$ cat config.mk
export PLATFORM = sky130hd
export DESIGN_NAME = register_file
export DESIGN_NICKNAME = d
export VERILOG_FILES = /design/src/rtl/PARAMS_pkg.sv /design/src/rtl/regfile_scoreboard.sv /design/src/rtl/register_file.sv
export SDC_FILE = /design/constraint.sdc
export NUM_CORES = 2
export LEC_CHECK = 0
export ABC_AREA = 1
export CORE_ASPECT_RATIO = 1.4
export CORE_MARGIN = 3
export CORE_UTILIZATION = 54
export CTS_CLUSTER_DIAMETER = 40
export DETAILED_ROUTE_END_ITERATION = 7
export PLACE_DENSITY_LB_ADDON = 0.05
export SYNTH_ARGS = -nofsm -noshare
export SYNTH_HDL_FRONTEND = slang
export SYNTH_SLANG_ARGS = --single-unit
$ cat constraint.sdc
create_clock -name clk -period 3.8 [get_ports clk]
set_input_delay 0.76 -clock clk [delete_from_list [all_inputs] [get_ports clk]]
set_output_delay 0.76 -clock clk [all_outputs]
set_load 0.05 [all_outputs]
$ cat src/rtl/PARAMS_pkg.sv
// Shared sizing and types for the integer register file and its pending-write scoreboard.
package PARAMS_pkg;

  localparam int unsigned WD_SIZE        = 32;
  localparam int unsigned INSTR_REG_BITS = 5;
  localparam int unsigned NUM_REGS       = 2 ** INSTR_REG_BITS;
  localparam int unsigned PEND_BITS      = 2;

  typedef logic [WD_SIZE-1:0]        word_t;
  typedef logic [INSTR_REG_BITS-1:0] reg_idx_t;
  typedef logic [PEND_BITS-1:0]      pend_cnt_t;

  localparam pend_cnt_t PendMax = '1;

endpackage

$ cat src/rtl/regfile_scoreboard.sv
// Per-register pending-write counters with RAW hazard and saturation flags.
// REGFILE_BYPASS_EN lets a register retiring its last pending write this cycle skip the stall.
module regfile_scoreboard
  import PARAMS_pkg::*;
(
  input  logic     clk,
  input  logic     reset_n,
  input  logic     wb_valid_i,
  input  reg_idx_t wb_rd_i,
  input  logic     issue_i,
  input  reg_idx_t issue_rd_i,
  input  reg_idx_t rs1_i,
  input  reg_idx_t rs2_i,
  output logic     hazard_o,
  output logic     pend_full_o
);

  pend_cnt_t cnt_q [NUM_REGS];
  pend_cnt_t cnt_d [NUM_REGS];

  logic rs1_pend, rs2_pend;

  always_comb begin
    for (int unsigned r = 0; r < NUM_REGS; r++) begin
      logic inc, dec;
      cnt_d[r] = cnt_q[r];
      inc = issue_i && (issue_rd_i == reg_idx_t'(r)) && (r != 0);
      dec = wb_valid_i && (wb_rd_i == reg_idx_t'(r)) && (r != 0);
      // Issue and retire to the same register cancel out; both ends saturate.
      if (inc && !dec && (cnt_q[r] != PendMax)) begin
        cnt_d[r] = cnt_q[r] + pend_cnt_t'(1);
      end else if (dec && !inc && (cnt_q[r] != '0)) begin
        cnt_d[r] = cnt_q[r] - pend_cnt_t'(1);
      end
    end
  end

  always_ff @(posedge clk or negedge reset_n) begin
    if (!reset_n) begin
      cnt_q <= '{default: '0};
    end else begin
      cnt_q <= cnt_d;
    end
  end

  always_comb begin
    rs1_pend = (rs1_i != '0) && (cnt_q[rs1_i] != '0);
    rs2_pend = (rs2_i != '0) && (cnt_q[rs2_i] != '0);
`ifdef REGFILE_BYPASS_EN
    if (wb_valid_i && (wb_rd_i == rs1_i) && (cnt_q[rs1_i] == pend_cnt_t'(1))) rs1_pend = 1'b0;
    if (wb_valid_i && (wb_rd_i == rs2_i) && (cnt_q[rs2_i] == pend_cnt_t'(1))) rs2_pend = 1'b0;
`endif
    hazard_o    = rs1_pend || rs2_pend;
    pend_full_o = (issue_rd_i != '0) && (cnt_q[issue_rd_i] == PendMax);
  end

`ifndef SYNTHESIS
  issue_while_full_a : assert property (@(posedge clk) disable iff (!reset_n)
    !(issue_i && pend_full_o));
`endif

endmodule

$ cat src/rtl/register_file.sv
// Architectural register file: write-back sink, two combinational read ports, RAW scoreboard.
// REGFILE_BYPASS_EN adds same-cycle write-through on the read ports.
module register_file
  import PARAMS_pkg::*;
(
  input  logic     clk,
  input  logic     reset_n,
  input  logic     wb_valid_i,
  input  reg_idx_t wb_rd_i,
  input  word_t    wb_data_i,
  input  reg_idx_t rs1_i,
  input  reg_idx_t rs2_i,
  output word_t    rs1_data_o,
  output word_t    rs2_data_o,
  input  logic     issue_i,
  input  reg_idx_t issue_rd_i,
  output logic     hazard_o,
  output logic     pend_full_o
);

  word_t regs_q [NUM_REGS];
  word_t regs_d [NUM_REGS];

  always_comb begin
    regs_d = regs_q;
    if (wb_valid_i && (wb_rd_i != '0)) begin
      regs_d[wb_rd_i] = wb_data_i;
    end
  end

  always_ff @(posedge clk or negedge reset_n) begin
    if (!reset_n) begin
      regs_q <= '{default: '0};
    end else begin
      regs_q <= regs_d;
    end
  end

  always_comb begin
    rs1_data_o = (rs1_i == '0) ? '0 : regs_q[rs1_i];
    rs2_data_o = (rs2_i == '0) ? '0 : regs_q[rs2_i];
`ifdef REGFILE_BYPASS_EN
    if (wb_valid_i && (wb_rd_i == rs1_i) && (rs1_i != '0)) rs1_data_o = wb_data_i;
    if (wb_valid_i && (wb_rd_i == rs2_i) && (rs2_i != '0)) rs2_data_o = wb_data_i;
`endif
  end

  regfile_scoreboard u_scoreboard (
    .clk         (clk),
    .reset_n     (reset_n),
    .wb_valid_i  (wb_valid_i),
    .wb_rd_i     (wb_rd_i),
    .issue_i     (issue_i),
    .issue_rd_i  (issue_rd_i),
    .rs1_i       (rs1_i),
    .rs2_i       (rs2_i),
    .hazard_o    (hazard_o),
    .pend_full_o (pend_full_o)
  );

endmodule

=== Word level (Yosys, flattened, before mapping) ===
Cells that the tools add are included.
Widths: inputs -> output; s select.

* Add/sub/neg operators: 62
* $mul: 0
* Divide/modulo/power cells: 0
* Magnitude comparators: 5
* Eq/ne operators: 94
* Shift operators: 0
* Mux-type cells: 82
* Bitwise operators: 4
* Reductions and logical operators: 324

{| class="wikitable"
|+ Operators by type and width
! kind !! count
|-
| $bwmux 1024 || 1
|-
| $bmux 32 s5 || 2
|-
| $mux 32 || 7
|-
| $logic_and 1x1->1 || 191
|-
| $demux 32 s5 || 1
|-
| $eq 5x5->1 const B || 32
|-
| $mux 2 || 68
|-
| $reduce_bool 2->1 || 64
|-
| $eq 5x4->1 const B || 16
|-
| $add 2x1->2 const B || 31
|-
| $logic_not 1->1 || 62
|-
| $ne 2x2->1 const B || 31
|-
| $sub 2x1->2 const B || 31
|-
| $eq 5x3->1 const B || 8
|-
| $bmux 2 s5 || 3
|-
| $ge 6x6->1 const B || 4
|-
| $not 5->6 || 4
|-
| $eq 5x2->1 const B || 4
|-
| $reduce_bool 5->1 || 4
|-
| $eq 5x1->1 const B || 2
|-
| $logic_not 5->1 || 2
|-
| $lt 6x1->1 const B || 1
|-
| $eq 2x2->1 const B || 1
|-
| $logic_or 1x1->1 || 1
|}

* Flip-flop bits (word level): 1086
* Bits in latches: 0
* Bits in writable memories: 0
* ROM bits: 0
* Input port bits: 56
* Logic and storage cells: 634
* Memories kept: 0

=== Depth between registers and ports, before layout ===
* Word-level depth: 7
* Gate-level depth with buffers: 13

=== Cells and area by module ===
Synthesis repeated with hierarchy kept, for this count alone.

* Cells, all modules: 9144
* Area, all modules: 62135.8 µm²

{| class="wikitable"
|+ By module, submodules not included
! module !! times used !! cells an instance !! area an instance (µm²) !! sequential area each (µm²)
|-
| register_file || 1 || 8362 || 57493.9 || 25624.6
|-
| regfile_scoreboard || 1 || 782 || 4642.0 || 1551.5
|}

=== Worst setup path before layout ===
OpenSTA, ideal clock, no wires.

* Kind: in2out
* Start point: input port rs2_i[0]
* End point: output port rs2_data_o[3]
* Arrival: 2.481 ns
* Required time: 3.040 ns
* Path slack: 0.559 ns
* Stages on the path: 10
* Buffers on the path: 4
* Cell sequence: buf_2 buf_4 buf_2 clkbuf_1 o211ai_1 nand3_1 nand3_1 nand3_1 nand2_1 nor2_1

* Cells in the longest elaborated chain, start to end: 5
* Elaborated cells between the ends (all ways): 6
* Those cells by class: 4 x mux; 1 x bitwise; 1 x reduce/logical

{| class="wikitable"
|+ Ends and longest elaborated chain
! item !! line !! source
|-
| from (decl) || register_file.sv:12 || <nowiki>input reg_idx_t rs2_i,</nowiki>
|-
| $not 5->6 (implied by the code) || register_file.sv:41 || <nowiki>rs2_data_o = (rs2_i == '0) ? '0 : regs_q[rs2_i];</nowiki>
|-
| $bmux 32 s5 || register_file.sv:41 ||
|-
| $mux 32 (implied by the code) (2 in series) || register_file.sv:41 ||
|-
| $mux 32 * || register_file.sv:41 ||
|-
| to (decl) || register_file.sv:14 || <nowiki>output word_t rs2_data_o,</nowiki>
|}

Every way passes the cells marked *; elsewhere a longest branch is shown, timed or not. The select of a mux whose other input is x is not followed.

=== Worst setup path after layout ===
* Start point: input port rs2_i[0]
* End point: output port rs2_data_o[17]

The elaborated chain is that of the path after synthesis.

==> flow_summary_export.csv <==
group,metric,value,unit
setup_path,cp.required,3.04,ns
setup_path,critPathMaxStageDelay,0.56,ns
cells_and_area,final_nets,8414,
route,drt-total-wl,253,mm
floorplan,coreArea,110000,sq um
floorplan,die_width,289,um
status,outcome,"finished, violations left",
clock_tree,postCtsSetupBuffers,0,
logic_synthesis,avgSynthCellArea,7.10,sq um
logic_synthesis,synth.area.mux_share,0,
clock_tree,clock_sink_count,1086,
setup_path,path_buf_inv,4,
timing,finalCritPeriodShare,0.957,
timing,hold_violations,6,
timing,fmax,275,MHz
route,drt_first_pass_iters,8,
route,drt_iter0_drc,8872,
placed_design,dp_hpwl,150,mm
clock_tree,path_clk_slew,0.06,ns
cells_and_area,fin_cells,9947,
global_route,grt_pass1_wl,373,mm
global_route,gr-usage-all-layers,0.432,
clock_tree,worstSkewPairLatency,0.77,ns
logic_synthesis,synth_fa_ha_area_frac,0.000498,
clock_tree,cts_max_path_buffers,3,
cells_and_area,layout_commonest_cell,"nand2_1",
global_route,grt_overflow_total,0,
flow_run,maxCapViolCount,0,
logic_synthesis,synthesis.instances,8501,
setup_path,start_kind,"input port",
cells_and_area,utilization,0.630,
floorplan,die_y,402,um
route,vias_per_cell,6.27,
cells_and_area,post-route-cell-area,69600,sq um
clock_tree,cts-resized-gates,0,
placed_design,dpl_cell_area,64400,sq um
cells_and_area,drive_gt1_frac,0.0842,
setup_path,crit_type,"input port to primary output",
cells_and_area,areaGrowthSynthToFinish,15.4,%
timing,maxSlewHeadroom,0.435,
setup_path,arrival,2.88,ns
clock_tree,cts_tree,"built",
floorplan,start_util,0.546,
power,p_leak,32.1,nW
logic_synthesis,yosysSeqAreaShare,0.450,
setup_path,cp_max_fo,25,
power,power.density,551,nW/um^2
timing,grt_setup_unrepaired,"no",
logic_synthesis,syn_area,60300,sq um
route,ant_nets,0,
logic_synthesis,synth_top_family_by_area,"simple AND/OR/NAND/NOR gates",
global_route,grt_pass1_vias,58100,
floorplan,num_rows,144,
logic_synthesis,synthSimpleGateAreaFrac,0.240,
floorplan,die-area,116000,sq um
logic_synthesis,ys_seq_elements,1086,
route,post_drt_wl_per_cell,25.4,um
timing,fin_tns_setup,0,ns
clock_tree,ctsHoldBuffers,0,
setup_path,critical-path-slowest-cell,"nor2_1",
timing,min_period,3.64,ns
timing,whs,-0.0172,ns
logic_synthesis,synthXorXnorAreaFrac,0.00435,
floorplan,num_io_pins,122,
setup_path,critical_path.top_delay_family,"buffers and inverters",
timing,finClkSkew,0.00723,ns
status,violations,"negative hold slack",
cells_and_area,mostFrequentLayoutCells,"nand2_1 (2,384), o21ai_0 (1,529), dfrtp_1 (1,086), nand3_1 (685), inv_1 (675)",
placed_design,port_buffers,121,
logic_synthesis,ys_warn_count,0,
placed_design,gp_congestion,0.956,
clock_tree,numCtsBuffers,143,
setup_path,cp-end-kind,"primary output",
logic_synthesis,yosysUniqueCellTypes,32,
global_route,antenna_found_initial,12,
logic_synthesis,synth-compound-area-share,0.210,
timing,setup_viol,0,
timing,tightest_slew,0.847,ns
route,drc_errors,0,
clock_tree,cts-root-buf,"clkbuf_16",
power,vdd_drop_max,0.479,mV
clock_tree,cts-htree-levels,4,
setup_path,worstPathCellList,"buf_8 > nor2_1 > buf_4 > nand4_1 > buf_12 > nand2_1 > nor2_1 > buf_12",
global_route,grt_max_degree,132,
placed_design,place_inst,9673,
route,vias,62300,
worst_hold_path,min_path_type,"input port to async pin",
timing,drv_slew,0,
logic_synthesis,syn_nets,8557,
[synth_stat cells]
cell type,number,area share
nand2_1,2389,0.15
o21ai_1,8,0.00066
o21ai_0,1529,0.13
nand2_2,1,0.00010
o22ai_1,6,0.00062
buf_2,234,0.019
buf_1,72,0.0045
a211oi_1,1,0.00012
a22oi_1,22,0.0027
o211ai_1,295,0.037
nor2_1,456,0.028
nand4_1,44,0.0046
a21oi_1,469,0.039
dfrtp_1,1086,0.45
buf_4,9,0.0011
o21bai_1,1,0.00012
nor2_4,1,0.00019
or2_2,5,0.00052
clkinv_1,6,0.00037
maj3_1,3,0.00050
a21boi_0,7,0.00087
o21a_1,2,0.00025
nor2_2,4,0.00041
buf_6,2,0.00037
a31oi_1,20,0.0021
clkbuf_2,1,0.000083
nand3_2,3,0.00050
inv_2,6,0.00037
nand3_1,685,0.057
xor2_1,30,0.0044
inv_1,683,0.042
clkbuf_1,421,0.026
[layer usage]
layer / track usage / up-vias / part of all wire
met5: 0 / - / 0.00015
met4: 0.262 / 6 / 0.072
met3: 0.0974 / 964 / 0.12
met2: 0.651 / 4160 / 0.44
met1: 0.567 / 29600 / 0.37
li1: - / 27600 / -
[logic make-up (layout without fill, tap and decap cells)]
family | count (synthesis) | count (layout)
other | 0 | 8
AOI/OAI and AO/OA | 2360 | 2360
buffers and inverters | 1434 | 1412
xor gates and xnor gates | 30 | 30
and+or+nand+nor | 3588 | 3588
adders and majority gates | 3 | 3
DFF | 1086 | 1086
[per-stage QoR]
step	worst slack (ns)	power [W]	hold slack [ns]
after global routing	0.0300	0.0401	0.0149
after detailed placement	0.263	0.0236	0.360
final	0.162	0.0384	-0.0172
after CTS	0.257	0.0383	0.0121
after floorplan	0.559	0.0205	0.424
after global placement	0.233	0.0233	0.360
[power by group]
part	switching, W	internal [W]
combinational	0.00536	0.00278
clock	0.00571	0.00900
sequential	0.00152	0.0140
total	0.0126	0.0258
[final cells by class]
| class | instances | area (sq um) |
|---|---|---|
| Inverter | 695 | 2630 |
| Clock inverter | 92 | 1260 |
| Tap cell | 1460 | 1830 |
| Multi-Input combinational cell | 5981 | 27600 |
| Antenna cell | 8 | 20.0 |
| Sequential cell | 1086 | 27200 |
| Fill cell | 9930 | 40800 |
| Timing Repair Buffer | 451 | 5160 |
| Clock buffer | 174 | 3910 |
[state kept, by name, indices dropped and copies added, names as in the netlist]
register,count
regs_q,1024
u_scoreboard.cnt_q,62
[worst paths after layout]
| check | end | slack, ns | start | depth (start not counted) |
|---|---|---|---|---|
| setup / recovery | rs2_data_o[17] | 0.16 | rs2_i[0] | 8 |
| hold / removal | regs_q[652] | -0.02 | reset_n | 1 |
| setup reg to reg | u_scoreboard.cnt_q[26] | 2.41 | u_scoreboard.cnt_q[27] | 3 |
| hold reg to reg | regs_q[1014] | 0.37 | regs_q[1014] | 0 |
| max in group asynchronous | u_scoreboard.cnt_q[25] | 2.67 | reset_n | 2 |
| min in group clk | regs_q[1014] | 0.37 | regs_q[1014] | 0 |
(Power assumes the default switching activity.)
